[src/rtl/traffic_light_fsm_if.sv]
// Signal bundle between the traffic-light controller and its environment
// (timebase, vehicle sensor, walk register and lamp drivers).
interface traffic_light_fsm_if;

   logic       tick;
   logic       sensor;
   logic       wr;
   logic       wr_reset;
   logic [2:0] main_lights;
   logic [2:0] side_lights;
   logic       walk_lamp;

   // Environment side: supplies timebase/requests, observes lamps and clear pulse
   modport master (
      output tick,
      output sensor,
      output wr,
      input  wr_reset,
      input  main_lights,
      input  side_lights,
      input  walk_lamp
   );

   // Controller side
   modport slave (
      input  tick,
      input  sensor,
      input  wr,
      output wr_reset,
      output main_lights,
      output side_lights,
      output walk_lamp
   );

endinterface

[src/rtl/traffic_light_fsm.sv]
// Main/side street traffic-light controller with vehicle-sensor green extension
// and a pedestrian walk phase, timed by a tick-enabled 4-bit down-counter.
module traffic_light_fsm #(
   parameter int T_BASE = 6,
   parameter int T_EXT  = 3,
   parameter int T_YEL  = 2
) (
   input logic                 clk,
   input logic                 reset_n,
   traffic_light_fsm_if.slave  bus
);

   localparam logic [3:0] T_BASE4 = 4'(T_BASE);
   localparam logic [3:0] T_EXT4  = 4'(T_EXT);
   localparam logic [3:0] T_YEL4  = 4'(T_YEL);

   localparam logic [2:0] LAMP_RED = 3'b100;
   localparam logic [2:0] LAMP_YEL = 3'b010;
   localparam logic [2:0] LAMP_GRN = 3'b001;

   typedef enum logic [2:0] {
      MG1  = 3'd0,
      MG2  = 3'd1,
      MY   = 3'd2,
      WALK = 3'd3,
      SG   = 3'd4,
      SY   = 3'd5
   } state_t;

   state_t     state;
   state_t     nxt_state;
   logic [3:0] timer;
   logic [3:0] nxt_timer;
   logic       advance;

   function automatic logic [2:0] main_of(state_t s);
      case (s)
         MG1, MG2: main_of = LAMP_GRN;
         MY:       main_of = LAMP_YEL;
         default:  main_of = LAMP_RED;
      endcase
   endfunction

   function automatic logic [2:0] side_of(state_t s);
      case (s)
         SG:      side_of = LAMP_GRN;
         SY:      side_of = LAMP_YEL;
         default: side_of = LAMP_RED;
      endcase
   endfunction

   // A tick on the last count of a state is spent on the transition itself,
   // so the freshly loaded duration is not decremented in that same cycle.
   always_comb begin
      nxt_state = state;
      nxt_timer = timer;
      advance   = 1'b0;
      if (bus.tick) begin
         if (timer > 4'd1) begin
            nxt_timer = timer - 4'd1;
         end else begin
            advance = 1'b1;
            case (state)
               MG1: begin
                  nxt_state = MG2;
                  nxt_timer = bus.sensor ? T_EXT4 : T_BASE4;
               end
               MG2: begin
                  nxt_state = MY;
                  nxt_timer = T_YEL4;
               end
               MY: begin
                  if (bus.wr) begin
                     nxt_state = WALK;
                     nxt_timer = T_EXT4;
                  end else begin
                     nxt_state = SG;
                     nxt_timer = T_BASE4;
                  end
               end
               WALK: begin
                  nxt_state = SG;
                  nxt_timer = T_BASE4;
               end
               SG: begin
                  nxt_state = SY;
                  nxt_timer = T_YEL4;
               end
               default: begin
                  nxt_state = MG1;
                  nxt_timer = T_BASE4;
               end
            endcase
         end
      end
   end

   // Lamps are decoded from the next state so they change on the same edge
   // as the state register; the walk-register clear fires only on WALK entry.
   always_ff @(posedge clk) begin
      if (!reset_n) begin
         state           <= MG1;
         timer           <= T_BASE4;
         bus.main_lights <= LAMP_GRN;
         bus.side_lights <= LAMP_RED;
         bus.walk_lamp   <= 1'b0;
         bus.wr_reset    <= 1'b0;
      end else begin
         state           <= nxt_state;
         timer           <= nxt_timer;
         bus.main_lights <= main_of(nxt_state);
         bus.side_lights <= side_of(nxt_state);
         bus.walk_lamp   <= (nxt_state == WALK);
         bus.wr_reset    <= advance && (nxt_state == WALK);
      end
   end

   // Conflicting greens must be impossible whatever the inputs do
   a_one_street_red: assert property (@(posedge clk) disable iff (!reset_n)
      (bus.main_lights == LAMP_RED) || (bus.side_lights == LAMP_RED));
   a_main_onehot: assert property (@(posedge clk) disable iff (!reset_n)
      $onehot(bus.main_lights));
   a_side_onehot: assert property (@(posedge clk) disable iff (!reset_n)
      $onehot(bus.side_lights));

endmodule

[src/flat_wrapper.sv]
// flat-port wrapper written by rule: the top's interface ports become plain ports
module traffic_light_fsm_flat 
#(
   parameter int T_BASE = 6,
   parameter int T_EXT  = 3,
   parameter int T_YEL  = 2
)
  (clk, reset_n, bus_tick, bus_sensor, bus_wr, bus_wr_reset, bus_main_lights, bus_side_lights, bus_walk_lamp);
  traffic_light_fsm_if bus_i ();
  input logic clk;
  input logic reset_n;
  input wire logic [$bits(bus_i.tick)-1:0] bus_tick;
  input wire logic [$bits(bus_i.sensor)-1:0] bus_sensor;
  input wire logic [$bits(bus_i.wr)-1:0] bus_wr;
  output wire logic [$bits(bus_i.wr_reset)-1:0] bus_wr_reset;
  output wire logic [$bits(bus_i.main_lights)-1:0] bus_main_lights;
  output wire logic [$bits(bus_i.side_lights)-1:0] bus_side_lights;
  output wire logic [$bits(bus_i.walk_lamp)-1:0] bus_walk_lamp;
  assign bus_i.tick = bus_tick;
  assign bus_i.sensor = bus_sensor;
  assign bus_i.wr = bus_wr;
  assign bus_wr_reset = bus_i.wr_reset;
  assign bus_main_lights = bus_i.main_lights;
  assign bus_side_lights = bus_i.side_lights;
  assign bus_walk_lamp = bus_i.walk_lamp;
  traffic_light_fsm #(.T_BASE(T_BASE), .T_EXT(T_EXT), .T_YEL(T_YEL)) u_core (.clk(clk), .reset_n(reset_n), .bus(bus_i));
endmodule
[config.mk]
export PLATFORM = sky130hd
export DESIGN_NAME = traffic_light_fsm_flat
export DESIGN_NICKNAME = d
export VERILOG_FILES = /design/src/rtl/traffic_light_fsm_if.sv /design/src/rtl/traffic_light_fsm.sv /design/src/flat_wrapper.sv
export SDC_FILE = /design/constraint.sdc
export NUM_CORES = 1
export LEC_CHECK = 0
export CAP_MARGIN = 10
export CORE_MARGIN = 1
export CORE_UTILIZATION = 40
export CTS_BUF_LIST = sky130_fd_sc_hd__clkbuf_4
export DETAILED_ROUTE_END_ITERATION = 8
export SLEW_MARGIN = 20
export SYNTH_ARGS = -nofsm -noshare
export SYNTH_HDL_FRONTEND = slang
export SYNTH_SLANG_ARGS = --single-unit
[constraint.sdc]
create_clock -name clk -period 2.2 [get_ports clk]
set_input_delay 0.44 -clock clk [delete_from_list [all_inputs] [get_ports clk]]
set_output_delay 0.44 -clock clk [all_outputs]
set_load 0.02 [all_outputs]
* After elaboration in Yosys (flattened, before gate mapping) *
Cells that the tools add are included.

word-level totals
  bits in registers = 15
  word-level logic and storage cells = 34
  output and inout port bits = 8
  input bits = 5

cells by class
  equal/unequal tests = 9
  magnitude comparators = 1
  reductions and logical operators = 5
  add/subtract/negate cells = 1
  multiplexer cells = 12

operator list
  kind                                                                   count
  3-bit 2-to-1 mux                                                       5
  3-bit case mux with 5 select lines                                     1
  3-bit by 2-bit equality test with 1-bit output, second input constant  4
  3-bit case mux with 2 select lines                                     2
  4-bit case mux with 3 select lines                                     1
  3-bit equality test, second input constant                             3
  3-bit by 1-bit equality test with 1-bit output, second input constant  2
  3-bit logical NOT                                                      2
  4-bit by 1-bit > comparator with 1-bit output, second input constant   1
  4-bit 2-to-1 mux                                                       1
  2-bit OR reduction                                                     2
  4-bit by 1-bit subtractor with 4-bit output, second input constant     1
  1-bit 2-to-1 mux                                                       2
  1-bit logical AND                                                      1

* Longest topological paths before layout *
  depth in word-level cells = 7
  gate-level depth with buffers = 7
  gate-level depth less buffers = 6

* Least setup slack after synthesis *
OpenSTA, ideal clock, no wires.

  kind = flip-flop to flip-flop
  from = reg u_core.timer[0]
  to = reg u_core.bus.main_lights[1]
  period minus slack after synthesis = 1.517 ns
  cell stages (with the launch flop) = 8
  arrival time = 1.433 ns
  slack = 0.683 ns
  required time = 2.116 ns
  buffers on the path = 1
  setup time = 0.084 ns
  path through = dfxtp_1 -> inv_1 -> ha_1 -> o21bai_1 -> or2_1 -> buf_6 -> or3_4 -> o31ai_2

between the ends
  longest elaborated chain between the ends = 6
  elaborated cells between the ends (all ways) = 8
  classes of those cells = order compare (1); eq/ne (2); mux (3); reduce/logical (2)

ends and longest elaborated chain
  item                                                                                        line                        text
  from (decl)                                                                                 traffic_light_fsm.sv:32     logic [3:0] timer;
  from (signal assigned)                                                                      traffic_light_fsm.sv:110    timer <= nxt_timer;
  4-bit by 1-bit > comparator with 1-bit output *                                             traffic_light_fsm.sv:59     if (timer > 4'd1) begin
  3-bit 2-to-1 mux *                                                                          traffic_light_fsm.sv:59
  3-bit 2-to-1 mux *                                                                          traffic_light_fsm.sv:58     if (bus.tick) begin
  3-bit by 1-bit equality test with 1-bit output / 3-bit logical NOT (equally long branches)  traffic_light_fsm.sv:37     case (s)
  2-bit OR reduction                                                                          traffic_light_fsm.sv:37
  3-bit case mux with 2 select lines *                                                        traffic_light_fsm.sv:37
  to (signal assigned)                                                                        traffic_light_fsm.sv:111    bus.main_lights <= main_of(nxt_state);
  to (decl)                                                                                   traffic_light_fsm_if.sv:30  output main_lights,

Every way passes the cells marked *; elsewhere a longest branch is shown, timed or not.
A chain may end at the register's enable or synchronous reset.

* Final worst setup path *
  from = in bus_tick
  to = reg u_core.bus.main_lights[1]

between the ends
  longest elaborated chain between the ends = 4
  elaborated cells between the ends (all ways) = 6
  classes of those cells = eq/ne (2); mux (2); reduce/logical (2)

ends and longest elaborated chain
  item                                                                                        line                     text
  from (decl)                                                                                 flat_wrapper.sv:12       input wire logic [$bits(bus_i.tick)-1:0] bus_tick;
  3-bit 2-to-1 mux *                                                                          traffic_light_fsm.sv:58
  3-bit by 1-bit equality test with 1-bit output / 3-bit logical NOT (equally long branches)  traffic_light_fsm.sv:37
  2-bit OR reduction                                                                          traffic_light_fsm.sv:37
  3-bit case mux with 2 select lines *                                                        traffic_light_fsm.sv:37

Marked as above.

==> flow_metrics.tcl <==
set metrics [dict create \
    ant_nets 0 \
    drv_cap 0 \
    drt-initial-drc-count 3 \
    place_area_um2 853 \
    cts_root_buffer "clkbuf_4" \
    whs_path_depth 2 \
    rsz0062_at_grt "false" \
    fin_cells 120 \
    fill_cells 160 \
    combPwrFrac 0.093 \
    num_vias 621 \
    cts_tree "built" \
    num_rows 14 \
    yosysTopAreaCell "dfxtp_1" \
    clk_latency_ns 0.29 \
    critPathBufInv 1 \
    cts_made_buffers 3 \
    p_sw_w 0.000120 \
    nets 104 \
    clkPwrFrac 0.341 \
    crit_fanout 7 \
    netlist_area_um2 714 \
    ios 13 \
    r2r_start "u_core.timer[0]" \
    switching_share 0.238 \
    clockBufferDepth 2 \
    fin_total_pwr_w 0.000504 \
    grt_pass1_wl_um 2350 \
    critPathSlowestCell "clkdlybuf4s50_1" \
    power_density_nw_per_um2 570 \
    seqPwrFrac 0.566 \
    required_ns 2.41 \
    synth-seq-cells 15 \
    min_from "u_core.timer[1]" \
    cts_max_level 1 \
    core_area_um2 1590 \
    postCtsSetupBuffers 0 \
    worstMarginPinSlew_ns 0.446 \
    fmax_mhz 596 \
    skew_ns 0.00392 \
    synthTopCellsByArea "dfxtp_1 (42%), nand2_1 (4.2%), nor2_1 (3.7%), a21oi_1 (3.5%), ha_1 (3.5%)" \
    cts.clk_slew.worst_paths_ns 0.09 \
    vdd_drop_max_mv 0.275 \
    die-area_um2 1960 \
    grt_max_degree 14 \
    yosysWarnings 0 \
    hp-class "register to register" \
    area_growth_pct 23.6 \
    portBuffers 12 \
    cts-resized-gates 0 \
    synth_seq_area_share 0.420 \
    slew_viol_final 0 \
    max_slew_margin 0.702 \
    wl_um 1330 \
    postLayoutCoreUtil 0.554 \
    cp.depth 5 \
    antennaDiodeCount 0 \
    wire_per_inst_um 11.0 \
    holdBufCountCts 0 \
    synthArstFlopShare 0 \
    crit_chain "clkdlybuf4s50_1 > nand2b_2 > or2_1 > or3_4 > o31ai_2" \
    vias_per_cell 5.18 \
    start_util 0.448 \
    outcome "finished with violations" \
    yosys_most_used_dff "dfxtp_1" \
    place_hpwl_um 958 \
    grt_use_total 0.168 \
    cp-start-kind "primary input" \
    setup_viol 0 \
    syn_nets 90 \
    violations "design-rule violations" \
    finalHoldViolCount 0 \
    drc 1 \
    synth_most_common_cell "dfxtp_1" \
    p_leak_nw 0.330 \
    max_stage_delay_ns 0.59 \
    criticalPathCategory "primary input to register" \
    grt_pass1_vias 550 \
    design_area_um2 883 \
    die_h_um 44.3 \
    cp-startpoint "bus_tick" \
    drt_first_pass_iters 7 \
    dp_cells 116 \
    drive_above_1_share 0.125 \
    die_x_um 44.3 \
    gp_congestion 0.813 \
    finalCriticalPeriod_ns 1.68 \
    fin_crit_sh 0.763 \
    synth_common_cells "dfxtp_1 (15), nand2_1 (8), nor2_1 (7)" \
    critical-path-top-delay-family "simple AND/OR/NAND/NOR gates" \
    clock_sinks 15 \
    worst_r2r_path_depth 6 \
    yosysTopAreaCellShare 0.420 \
    synth_cell_types 35 \
    fin_setup_tns_ns 0 \
    synth_edf_count 0 \
    endpoint_kind "register" \
    grt_overflow 0 \
    crit_arrival_ns 1.89 \
    antenna_found_initial 0 \
    synthCells 83 \
    syn_area_per_cell_um2 8.61 \
    internal_power_w 0.000384 \
    r2r_slack_ns 0.56 \
]
[metrics by stage]
| stage | worst slack, ns | hold slack, ns |
|---|---|---|
| 3_3_place_gp | 0.242 | 0.552 |
| 3_5_place_dp | 0.219 | 0.549 |
| 4_1_cts | 0.515 | 0.577 |
| 5_1_grt | 0.400 | 0.623 |
| 6_report | 0.522 | 0.576 |
| 2_1_floorplan | 0.683 | 0.485 |
[cell families after synthesis]
group,Yosys count,share of synthesized area
adder cells (fa/ha/maj),2,0.0350
AO/OA/AOI/OAI,21,0.194
buffers and inverters,8,0.0525
XOR/XNOR,1,0.0123
AND/OR/NAND/NOR,35,0.271
flip-flops,15,0.420
multiplexers,1,0.0140
[cell type report]
class | count | area [µm²] | share of cell area
multi-input combinational | 60 | 377 | 0.426
sequential | 15 | 300 | 0.340
timing repair buffer | 14 | 135 | 0.153
clock buffer | 4 | 30.0 | 0.0340
tap | 24 | 30.0 | 0.0340
inverter | 3 | 11.3 | 0.0127
[path summary, 6_finish.rpt]
check                         endpoint
max reg2reg  u_core.bus.main_lights[0]
min                    u_core.timer[1]
max          u_core.bus.main_lights[1]
min reg2reg            u_core.timer[1]
[per-layer routing]
metal	global-route usage	part of all wire
met3	0.0367	0.035
met1	0.215	0.51
met5	0	0
met2	0.244	0.42
met4	0.127	0.030
[worst min-delay path, cell delays in order (launching register included)]
cell and delay (ns):
dfxtp_1 0.37, o21ai_0 0.09, nand3_1 0.09
[power by group through the flow]
stage,sequential (W),combinational [W],clock [W]
floorplan,0.000289,0.0000319,0
global placement,0.000292,0.0000474,0
finish,0.000285,0.0000469,0.000172
CTS,0.000285,0.0000474,0.000178
detailed placement,0.000291,0.0000472,0
global route,0.000286,0.0000538,0.000188
[registers in the layout, summed over array words and instances (netlist names)]
name,flops
u_core.bus.side_lights,3
u_core.bus.walk_lamp,1
u_core.bus.main_lights,3
u_core.bus.wr_reset,1
u_core.state,3
u_core.timer,4
[layout by cell type, fill, tap and decap left out, types with 3 or more instances in the layout]
cell / instances
inv_1: 3
nor2_1: 7
clkdlybuf4s50_1: 12
clkbuf_4: 4
nand2_1: 8
dfxtp_1: 15
o21ai_0: 5
a21oi_1: 5
Power figures use the tool's default switching activity.
==> RTL edit (config.mk and constraints unchanged) <==
Re-encode `state_t` (6 states) as one-hot, 6 bits wide.
--- a/src/rtl/traffic_light_fsm.sv
+++ b/src/rtl/traffic_light_fsm.sv
@@ -18,13 +18,13 @@
    localparam logic [2:0] LAMP_YEL = 3'b010;
    localparam logic [2:0] LAMP_GRN = 3'b001;
 
-   typedef enum logic [2:0] {
-      MG1  = 3'd0,
-      MG2  = 3'd1,
-      MY   = 3'd2,
-      WALK = 3'd3,
-      SG   = 3'd4,
-      SY   = 3'd5
+   typedef enum logic [5:0] {
+      MG1  = 6'b000001,
+      MG2  = 6'b000010,
+      MY   = 6'b000100,
+      WALK = 6'b001000,
+      SG   = 6'b010000,
+      SY   = 6'b100000
    } state_t;
 
    state_t     state;
Check against the original RTL: same outputs for any inputs over 10 cycles, from zero or initial values and one cycle with reset_n low; not proved beyond that.
==> RTL edit against the unedited design <==
- synthesized cell count is 37% higher
- first-iteration DRC count grew to 9.7 times the old value
- worst setup slack worse by 310 ps
- design area is 33% higher
- hold slack worse by 50 ps
- sequential cell count is 3 higher
- power is 11% higher
- sequential share of layout area is 3.4 points lower
- synthesized area is 42% higher
- via count is 42% higher
- combinational power is 19% higher
- routed wire length is 57% higher
==> RTL edit: results (changes against the unedited design) <==
[outcome]
status=finished, final reports clean

[placement]
placed_area_um2=1150  ; +35%
place.gp.congestion=0.871  ; +7.2%
dpl.cell_count=152  ; +31%

[yosys]
syn-num-nets=121  ; +34%
ys_ff_latch=18  ; +3
yosysUniqueCellTypes=45  ; +29%

[final_layout]
multi_input_cells=85  ; +42%
buf_share_pct=12.8  ; -2.5 points
clkCellAreaFrac_pct=2.23  ; -1.2 points
drive_gt1_share_pct=10.9  ; -1.6 points
regArea_um2=360  ; +20%
multi_input_area_share_pct=49.8  ; +7.2 points

[drt]
wirelength_um=2080  ; +57%
vias=880  ; +42%
drtIter0Drc=29  ; +26
wire_per_inst_um=13.3  ; +21%

[power_and_ir_drop]
power_clock_mw=0.166  ; -3%
p_leak_nw=0.449  ; +36%

[setup_path]
reg2reg_to=u_core.bus.main_lights[1]$_SDFF_PN0_
crit_slowest_cell=dfxtp_1
slowest_delay_ps=370  ; -220 ps

[grt]
grt_max_degree=15  ; +1
grt_pass1_wl_um=3740  ; +59%

[timing]
fin_crit_ps=1980  ; +306 ps

RTL edit: cell types whose count changed in the layout (fill, tap and decap cells not counted), moves of 3 or more:
cell     unedited run  this run
and2_1              0         4
dfxtp_1            15        18
nor2_1              7        13
a21oi_1             5         0
RTL edit: routing by layer:
| metal | vias to the layer above | GRT usage [%] | part of all wire (%) |
|---|---|---|---|
| met5 | - | 0 | 0 |
| met4 | 0 | 6.14 | 0.53 |
| met3 | 2 | 3.48 | 5.1 |
| met2 | 30 | 28.9 | 45 |
| met1 | 403 | 24.7 | 49 |
| li1 | 445 | - | - |
RTL edit: cells by family (layout without fill, tap and decap cells):
logic type               after synthesis  count (layout)  synth area share (%)
AND/OR/NAND/NOR                       51              51                  28.3
XOR/XNOR                               1               1                  1.61
AO/OA/AOI/OAI                         28              28                  22.1
adder cells (fa/ha/maj)                2               2                  2.47
buffers and inverters                 11              25                  6.54
multiplexers                           3               3                  3.46
flip-flops                            18              18                  35.6
